[config.mk]
export PLATFORM = sky130hd
export DESIGN_NAME = ram_bridge
export DESIGN_NICKNAME = d
export VERILOG_FILES = /design/src/rtl/ram_bridge.sv
export SDC_FILE = /design/constraint.sdc
export NUM_CORES = 1
export LEC_CHECK = 0
export ABC_CLOCK_PERIOD_IN_PS = 8200
export CAP_MARGIN = 20
export CORE_ASPECT_RATIO = 0.8
export CORE_UTILIZATION = 40
export DETAILED_ROUTE_END_ITERATION = 12
export PLACE_DENSITY = 0.65
export SLEW_MARGIN = 25
export SYNTH_ARGS = -nofsm -noshare
export SYNTH_HDL_FRONTEND = slang
export SYNTH_SLANG_ARGS = --single-unit
[constraint.sdc]
create_clock -name FCLK -period 8.2 [get_ports FCLK]
set_clock_uncertainty 0.1 [all_clocks]
set_input_delay 2.05 -clock FCLK [delete_from_list [all_inputs] [get_ports FCLK]]
set_output_delay 2.05 -clock FCLK [all_outputs]
set_load 0.03 [all_outputs]
[src/rtl/ram_bridge.sv]
// Bridges the top-level flat RAM bus to a req/ack 16-bit word memory port, splitting misaligned words.
// Optional ROM write protection is enabled by defining RAM_BRIDGE_WRPROT_EN.
module ram_bridge #(
  parameter int unsigned TIMEOUT  = 64,
  parameter logic [19:0] ROM_BASE = 20'hE0000
) (
  input  logic        FCLK,
  input  logic        RESETL,
  input  logic [19:0] ABus,
  input  logic        Write,
  input  logic        Word,
  input  logic [15:0] WrData,
  output logic [15:0] RdData,
  output logic        Busy,
  output logic        TimeoutP,
  output logic        MemReq,
  input  logic        MemAck,
  output logic [18:0] MemAddr,
  output logic        MemWE,
  output logic [1:0]  MemBE,
  output logic [15:0] MemWData,
  input  logic [15:0] MemRData
);

  localparam int CNT_W = $clog2(TIMEOUT);
  localparam logic [CNT_W-1:0] CNT_LAST = CNT_W'(TIMEOUT - 1);

  typedef enum logic [2:0] {S_IDLE, S_PH1, S_PH2, S_DONE, S_ABORT} state_e;

  state_e             state_q, state_d;
  logic [37:0]        last_q, last_d;
  logic               lastValid_q, lastValid_d;
  logic [CNT_W-1:0]   cnt_q, cnt_d;
  logic [15:0]        rdBuf_q, rdBuf_d;
  logic [15:0]        rdData_q, rdData_d;

  logic [37:0] busTuple;
  logic [19:0] addrQ;
  logic        writeQ, wordQ, misaligned, startAcc;
  logic [15:0] wdataQ;
  logic [19:0] phByteAddr;
  logic        inRom, wrProt;

  // The latched "last" tuple doubles as the descriptor of the access in flight.
  assign busTuple   = {ABus, Write, Word, WrData & {16{Write}}};
  assign addrQ      = last_q[37:18];
  assign writeQ     = last_q[17];
  assign wordQ      = last_q[16];
  assign wdataQ     = last_q[15:0];
  assign misaligned = wordQ & addrQ[0];
  assign startAcc   = !lastValid_q || (busTuple != last_q);

  assign phByteAddr = (state_q == S_PH2) ? {addrQ[19:1] + 19'd1, 1'b0} : addrQ;
  assign inRom      = (phByteAddr >= ROM_BASE);
`ifdef RAM_BRIDGE_WRPROT_EN
  assign wrProt = writeQ & inRom;
`else
  assign wrProt = 1'b0 & inRom;
`endif

  assign Busy     = (state_q != S_IDLE);
  assign TimeoutP = (state_q == S_ABORT);
  assign RdData   = rdData_q;

  always_ff @(posedge FCLK or negedge RESETL) begin
    if (!RESETL) begin
      state_q     <= S_IDLE;
      last_q      <= '0;
      lastValid_q <= 1'b0;
      cnt_q       <= '0;
      rdBuf_q     <= '0;
      rdData_q    <= '0;
    end else begin
      state_q     <= state_d;
      last_q      <= last_d;
      lastValid_q <= lastValid_d;
      cnt_q       <= cnt_d;
      rdBuf_q     <= rdBuf_d;
      rdData_q    <= rdData_d;
    end
  end

  always_comb begin
    state_d     = state_q;
    last_d      = last_q;
    lastValid_d = lastValid_q;
    cnt_d       = '0;
    rdBuf_d     = rdBuf_q;
    rdData_d    = rdData_q;
    unique case (state_q)
      S_IDLE: begin
        if (startAcc) begin
          state_d     = S_PH1;
          last_d      = busTuple;
          lastValid_d = 1'b1;
        end
      end
      S_PH1: begin
        if (MemAck) begin
          if (!wordQ)
            rdBuf_d = {8'h00, addrQ[0] ? MemRData[15:8] : MemRData[7:0]};
          else if (!addrQ[0])
            rdBuf_d = MemRData;
          else
            rdBuf_d = {rdBuf_q[15:8], MemRData[15:8]};
          state_d = misaligned ? S_PH2 : S_DONE;
        end else if (cnt_q == CNT_LAST) begin
          state_d = S_ABORT;
        end else begin
          cnt_d = cnt_q + CNT_W'(1);
        end
      end
      S_PH2: begin
        // Ack wins over timeout when both land in the final wait cycle.
        if (MemAck) begin
          rdBuf_d = {MemRData[7:0], rdBuf_q[7:0]};
          state_d = S_DONE;
        end else if (cnt_q == CNT_LAST) begin
          state_d = S_ABORT;
        end else begin
          cnt_d = cnt_q + CNT_W'(1);
        end
      end
      S_DONE: begin
        if (!writeQ) rdData_d = rdBuf_q;
        state_d = S_IDLE;
      end
      S_ABORT: begin
        if (!writeQ) rdData_d = 16'hFFFF;
        state_d = S_IDLE;
      end
      default: state_d = S_IDLE;
    endcase
  end

  always_comb begin
    MemReq   = 1'b0;
    MemAddr  = '0;
    MemWE    = 1'b0;
    MemBE    = 2'b00;
    MemWData = '0;
    if (state_q == S_PH1 || state_q == S_PH2) begin
      MemReq  = 1'b1;
      MemAddr = addrQ[19:1];
      if (state_q == S_PH2) begin
        MemAddr  = addrQ[19:1] + 19'd1;
        MemBE    = 2'b01;
        MemWData = {8'h00, wdataQ[15:8]};
      end else if (wordQ && !addrQ[0]) begin
        MemBE    = 2'b11;
        MemWData = wdataQ;
      end else if (addrQ[0]) begin
        MemBE    = 2'b10;
        MemWData = {wdataQ[7:0], 8'h00};
      end else begin
        MemBE    = 2'b01;
        MemWData = {8'h00, wdataQ[7:0]};
      end
      MemWE = writeQ;
      if (wrProt) begin
        MemWE = 1'b0;
        MemBE = 2'b00;
      end
    end
  end

endmodule

## Word-level counts from Yosys, hierarchy flattened

Index checks and enable logic that the tools add are counted.

- Equality and inequality tests: 12
- Bitwise gates (word level): 3
- Add/subtract/negate cells: 2
- Mux-type cells: 30
- Reduce and logical (&&, ||, !) cells: 14

Operators with widths:

| operator | number |
|---|---|
| two-way mux 16 bit | 10 |
| one-hot mux 16 bit (2 select lines) | 2 |
| two-way mux 19 bit | 2 |
| != test 38 bit | 1 |
| adder 19 x 1 -> 19 bit (second input constant) | 1 |
| two-way mux 6 bit | 3 |
| AND 16 bit | 1 |
| two-way mux 3 bit | 4 |
| != test 2 bit (second input constant) | 5 |
| one-hot mux 3 bit (3 select lines) | 1 |
| two-way mux 2 bit | 4 |
| two-way mux 8 bit | 1 |
| adder 6 x 1 -> 6 bit (second input constant) | 1 |
| == test 3 x 2 -> 1 bit (second input constant) | 2 |
| == test 6 bit (second input constant) | 1 |
| AND reduction 3 bit | 2 |
| AND reduction 4 bit | 1 |
| nonzero test 2 bit | 2 |
| == test 3 x 1 -> 1 bit (second input constant) | 1 |
| == test 3 bit (second input constant) | 1 |
| logical NOT 3 bit | 1 |
| two-way mux 1 bit | 3 |
| != test 3 bit (second input constant) | 1 |
| nonzero test 3 bit | 1 |
| other kinds (7) | 9 |

- Bits in registers: 80
- Logic and storage cells: 68
- Bits of input ports: 57

## Logic depth before layout (Yosys ltp)

Gate-level depths: netlist of the first run.

- Word-level depth: 5
- Gate-level depth with buffers: 10
- Mapped depth without buffers: 7

## Worst setup path before layout of the first run

OpenSTA, ideal clock, no wires.

- Path kind: register -> output
- Start point: register state_q[0]
- End point: output MemAddr[18]
- Required time: 6.050 ns
- Data arrival time: 2.280 ns
- Path buffers: 1
- Stages on the path, launching flop included: 8
- Slack: 3.770 ns
- Cells stage by stage: dfrtp_1 -> buf_2 -> or3b_4 -> or3b_4 -> or3_1 -> nor2_1 -> xnor2_1 -> nor2_1

- Longest elaborated chain between the ends: 3

Ends and longest elaborated chain:

| item | line | RTL |
|---|---|---|
| start: declaration | 30 | `state_e state_q, state_d;` |
| start signal: assignment | 74 | `state_q <= state_d;` |
| == test 3 x 2 -> 1 bit or == test 3 x 1 -> 1 bit (tied branches) | 142, 145 |  |
| two-way mux 19 bit or logical OR 1 bit (tied branches) | 145, 142 |  |
| two-way mux 19 bit * | 142 | `if (state_q == S_PH1 \|\| state_q == S_PH2) begin` |
| end: declaration | 18 | `output logic [18:0] MemAddr,` |

Mark *: on every way between the ends. The rest lies on a longest branch, timed or not.

## Worst setup path after layout of the first run

Same ends and word-level chain as after synthesis.

==> run metrics, run 1 <==
Total GRT Usage between 20 and 25%; # setup viols final 0; num rows 37; CTS Buffer Depth 2; largest net degree at the start of global routing 80; number of fill cells in the layout 1,209; Synth Area per Inst 7.84 um^2; Initial Utilization a little over two fifths; Power Total between 2 and 3 mW; Hold Fails Final Rpt 0; core area between 10,000 and 15,000 um^2; via count 5,639; antenna-violating nets left 0; number of global-route vias before repair 5,278; combinational power share a little under three fifths; H-tree levels 3; commonest cells in the synthesized netlist 80 x dfrtp_1, 80 x nor2_1, 54 x nand3_1, 54 x o21ai_0, 52 x nand2_1; WP data required about 6 ns; initial antenna violation count 0; fin crit share 65.8%; Worst Path Max Fanout 23; Synth area leader dfrtp_1; Detailed Place HPWL 11.7 mm; P per Cell Area 419 nW/um^2; layout cell share with drive strength beyond 1 5.19%; crit path launch type flip-flop; CP Data Arrival Time 3.24 ns; synth unique cells 50; CTS buffer count 9; DIE HEIGHT about 110 um; outcome finished, final reports clean; register area share after synthesis 36.6%; hold buffer count at cts 0; clock latency on the worst-skew pair 0.34 ns; number of port buffers 113; leakage power 2.74 nW; GRT met3 Usage 4.91%; Syn Inst Count 697; die width roughly 130 um; Antenna Cells 0; Worst VDD drop approximately 0.16 mV; GR Util met2 around two fifths; PostCTS Resize Cnt 0; CTS tree yes; Tmin final 5.39 ns; IO Pins around 110; clock share of power 15.0%; DIE AREA 14,100 um^2; actual slew at the worst max-slew pin 1.03 ns; post-synthesis register bit count 80; sw frac 47.6%; mapped cell area 5460 um^2; vias per cell 5.97; Post-synth ARST share 100%; relative slew slack 31.2%; switching pwr roughly 1.4 mW; synth top area cells dfrtp_1 37%, a22oi_1 6.5%, nor2_1 5.5%; Total Nets Final 824; Top Usage Layer GRT met2; max_cap viols 0; RSZ-0062 raised after global routing no; Clock transition at path regs 0.06 ns; Fmax achieved 185 MHz; CP endpoint kind primary output; DP Cell Count 929; DRT Pass-1 Iters 5; Initial DRC Count 490; DRC 0; final std cells w/o fill 945; Worst Hold Class reg2reg; setup repair bufs after CTS 0; Fin Setup TNS 0 ns; WS Path Type reg2out; top cell type's share of synthesized area 36.6%; Layout area overhead 27.5%; GR Util met1 a little over a third; cell internal pwr 1.53 mW; CTS root buffer clkbuf_16; Placer Congestion 0.853; global-route wire length before repair roughly 28 mm; fin. max-slew vios 0; WL per Instance 18.3 um; syn nets ~760; synth warn 0; EDFF count, synth 0; Flop pwr share 28.8%; ys flop type dfrtp_1; grt total ovfl 0; final WL 17.3 mm; # clock sinks 80
==> through the flow <==
step | worst slack [ns] | cell area (um^2) | hold WS (ns) | util [%]
after floorplan | 3.77 | 5460 | 0.331 | -
after global placement | 2.93 | 6630 | 0.350 | 50.6
after detailed placement | 2.77 | 6630 | 0.352 | 50.6
after CTS | 2.80 | 6950 | 0.360 | 53.1
after global routing | 2.67 | 6960 | 0.376 | 53.1
final | 2.81 | 6960 | 0.361 | 53.1
==> per-layer routing <==
metal | up-vias | part of all wire [%]
li1 | 2641 | -
met1 | 2758 | 45
met2 | 216 | 46
met3 | 24 | 7.0
met4 | 0 | 1.7
met5 | - | 0
==> layout by cell type (no fill, tap or decap), types with 2 or more instances in the layout <==
| cell type | instances |
|---|---|
| xor2_1 | 29 |
| a22o_1 | 3 |
| and3_1 | 23 |
| clkdlybuf4s50_1 | 112 |
| ha_1 | 2 |
| bufinv_16 | 2 |
| nand3b_1 | 2 |
| and2_1 | 24 |
| and4_1 | 2 |
| nor4_1 | 2 |
| clkbuf_16 | 9 |
| nor2_1 | 78 |
| a21oi_1 | 41 |
| o31ai_1 | 8 |
| xnor2_1 | 13 |
| o21ai_0 | 54 |
| nor4bb_1 | 2 |
| nor2_4 | 2 |
| mux2i_1 | 8 |
| or3b_4 | 2 |
| inv_1 | 7 |
| o21ai_1 | 10 |
| buf_4 | 10 |
| a22oi_1 | 47 |
| or3_1 | 5 |
| o22ai_1 | 6 |
| dfrtp_1 | 80 |
| nor3_2 | 2 |
| nor3_1 | 6 |
| clkinvlp_4 | 2 |
| nand2_1 | 52 |
| o21a_1 | 2 |
| nand2b_1 | 4 |
| nand4_1 | 43 |
| nand3_1 | 54 |
==> state kept, by name (all words and copies together), names as in the netlist <==
register     flops
state_q          3
lastValid_q      1
rdBuf_q         16
RdData          16
cnt_q            6
last_q          38
==> worst max-delay path, cell delays in order (launching register included) <==
cell             delay [ns]
dfrtp_1                0.47
or3b_4                 0.58
or3b_4                 0.48
or3_1                  0.38
nor2_1                 0.15
xnor2_1                0.07
nor2_1                 0.10
clkdlybuf4s50_1        0.67
==> power groups by stage <==
| stage | sequential, mW | clock [mW] | combinational [mW] |
|---|---|---|---|
| 2_1_floorplan | 0.781 | 0 | 1.09 |
| 3_3_place_gp | 0.825 | 0 | 1.59 |
| 3_5_place_dp | 0.838 | 0 | 1.63 |
| 4_1_cts | 0.834 | 0.445 | 1.63 |
| 5_1_grt | 0.875 | 0.463 | 1.77 |
| 6_report | 0.840 | 0.438 | 1.64 |
==> kinds of logic after synthesis <==
logic type | Yosys count | synth area share (%)
flip-flops | 80 | 36.6
adder cells (fa/ha/maj) | 2 | 0.458
multiplexers | 8 | 1.47
AO/OA/AOI/OAI | 180 | 20.1
buffers and inverters | 74 | 5.82
AND/OR/NAND/NOR | 311 | 28.8
XOR/XNOR | 42 | 6.73
==> final cells by class <==
type / instances / area [um^2] / area share [%]
Multi-Input combinational cell: 543 / 3180 / 45.7
Sequential cell: 80 / 2000 / 28.8
Tap cell: 175 / 219 / 3.14
Timing Repair Buffer: 123 / 1210 / 17.3
Inverter: 8 / 30.0 / 0.431
Clock buffer: 11 / 243 / 3.49
Clock inverter: 5 / 80.1 / 1.15
==> final timing paths <==
path,cells past startpoint,slack [ns],from,to
worst max-delay path,7,2.81,state_q[0],MemAddr[18]
worst min-delay path,1,0.36,cnt_q[0],cnt_q[0]
worst max register to register,7,4.81,last_q[18],last_q[18]
worst min register to register,1,0.36,cnt_q[0],cnt_q[0]
max in group asynchronous,2,5.75,RESETL,last_q[25]
min in group asynchronous,1,1.39,RESETL,RdData[12]
No activity file was read; power rests on OpenSTA's default activity.
==> inputs of run 2 (changes only) <==
- ABC_CLOCK_PERIOD_IN_PS: 8200 -> 5080
- clock period: 8.2 -> 5.08 ns (I/O delays scaled with it)
==> run metrics, run 2 (synthesis gave the netlist of run 1 again) <==
fin crit share between 80% and 90%; CTS Buffer Depth 2 (unchanged); core area 13,100 um^2 (unchanged); Worst Hold Class reg2reg; Detailed Place HPWL 12.2 mm (+3.9%); Worst Path Max Fanout 23 (unchanged); footprint of the multi-input gates 3180 um^2 (-0.16%); crit path launch type flip-flop; DIE AREA 14,100 um^2 (unchanged); Hold Fails Final Rpt 0 (unchanged); hold_sp lastValid_q; fin. max-slew vios 0 (unchanged); DIE HEIGHT 107 um (unchanged); DRT Pass-1 Iters 8 (+3); die width 133 um (unchanged); # setup viols final 0 (unchanged); Layout area overhead 28.1%; WS Path Type reg2out; Worst VDD drop 0.281 mV (+71%); WP data required 3.71 ns (-2.34 ns); DRC 0 (unchanged); Placer Congestion 0.874 (+2.5%); layout cell share with drive strength beyond 1 5.94% (+0.74 points); number of port buffers 113 (unchanged); cells along the critical path or3b_4 -> or3b_4 -> or3_1 -> nor2_1 -> xnor2_1 -> nor2_1 -> clkdlybuf4s50_1; Largest register FFs 38 (unchanged); relative slew slack 36.1% (+4.9 points); outcome finished, final reports clean; global-route wire length before repair 28.0 mm (+0.55%); CTS tree yes; vias per cell 5.92 (-0.84%); Initial DRC Count 568 (+16%); flip-flop and latch area 2000 um^2 (unchanged); initial antenna violation count 0 (unchanged); hold slack final 0.381 ns (+0.0192 ns); actual slew at the worst max-slew pin 0.959 ns (-0.0730 ns); CP max stage delay 0.67 ns (about the same); CP endpoint kind primary output; max_cap viols 0 (unchanged); hold buffer count at cts 0 (unchanged); crit path from state_q[0]; PostCTS Resize Cnt 0 (unchanged); FF-to-FF Start last_q[10]; Initial Utilization 41.7% (unchanged); grt total ovfl 0 (unchanged); number of fill cells in the layout 1,248 (+3.2%); Clock transition at path regs 0.06 ns (about the same); P per Cell Area 676 nW/um^2 (+62%); CP Data Arrival Time 3.18 ns (-0.06 ns); largest net degree at the start of global routing 81 (+1.3%); Fin Setup TNS 0 ns (unchanged); most common cell after layout, fill and taps aside clkdlybuf4s50_1; number of global-route vias before repair 5,190 (-1.7%); antenna-violating nets left 0 (unchanged); CTS root buffer clkbuf_16; via count 5,621 (-0.32%); Tmin final 4.55 ns; Total Nets Final 830 (+0.73%); CTS buffer count 9 (unchanged); most frequent cells in the layout 112 x clkdlybuf4s50_1, 80 x dfrtp_1, 78 x nor2_1, 54 x nand3_1, 54 x o21ai_0; IO Pins 114 (unchanged); Top reg by flops last_q; setup repair bufs after CTS 0 (unchanged); # clock sinks 80 (unchanged); leakage power 2.78 nW (+1.3%); Fmax achieved roughly 220 MHz; clock latency on the worst-skew pair 0.34 ns (about the same); RSZ-0062 raised after global routing no; H-tree levels 3 (unchanged); num rows 37 (unchanged); WL per Instance 18.6 um (+1.6%); Antenna Cells 0 (unchanged); r2r setup slk 2.39 ns (-2.42 ns); final WL 17.7 mm (+2.1%); Total GRT Usage 25.2% (+0.31 points); slowest stage cell, crit path clkdlybuf4s50_1
## run 2: metrics by stage
stage	power (mW)	instance area (um^2)	setup WS (ns)	utilization [%]	std cells
floorplan	3.02	5460	1.43	-	697
global placement	3.91	6670	0.865	50.9	935
detailed placement	3.99	6670	0.718	50.9	935
CTS	4.72	6990	0.522	53.3	950
global route	5.03	7000	0.355	53.4	950
finish	4.73	7000	0.530	53.4	950
## run 2: final cells by class
class | instances | area share [%]
multi-input cells | 543 | 45.4
flip-flops and latches | 80 | 28.6
repair buffers | 129 | 17.9
clock buffers | 10 | 3.41
well taps | 175 | 3.13
clock inverters | 5 | 1.13
inverters | 8 | 0.429
## run 2: worst paths after layout
kind | end | depth (start not counted)
worst min register to register | lastValid_q | 1
worst max register to register | last_q[37] | 7
worst min-delay path | lastValid_q | 1
worst max-delay path | MemAddr[16] | 7
max in group asynchronous | last_q[17] | 1
min in group asynchronous | RdData[8] | 1
## run 2: layer usage
metal | vias up | track usage, % | part of all wire (%)
met4 | 0 | 5.58 | 1.2
met1 | 2688 | 36.4 | 45
li1 | 2658 | - | -
met5 | - | 0 | 0
met2 | 253 | 39.0 | 46
met3 | 22 | 4.63 | 7.8
## run 2: power by group
part	total [mW]	internal, mW	switching (mW)
Combinational	2.70	1.10	1.60
Sequential	1.32	0.930	0.390
Clock	0.712	0.442	0.271
## run 2: worst max-delay path, delay by kind of cell, from the launching register on
family / cells / cell delay [ns]
buffers and inverters: 1 / 0.67
flip-flops: 1 / 0.47
AND/OR/NAND/NOR: 5 / 1.63
XOR/XNOR: 1 / 0.07
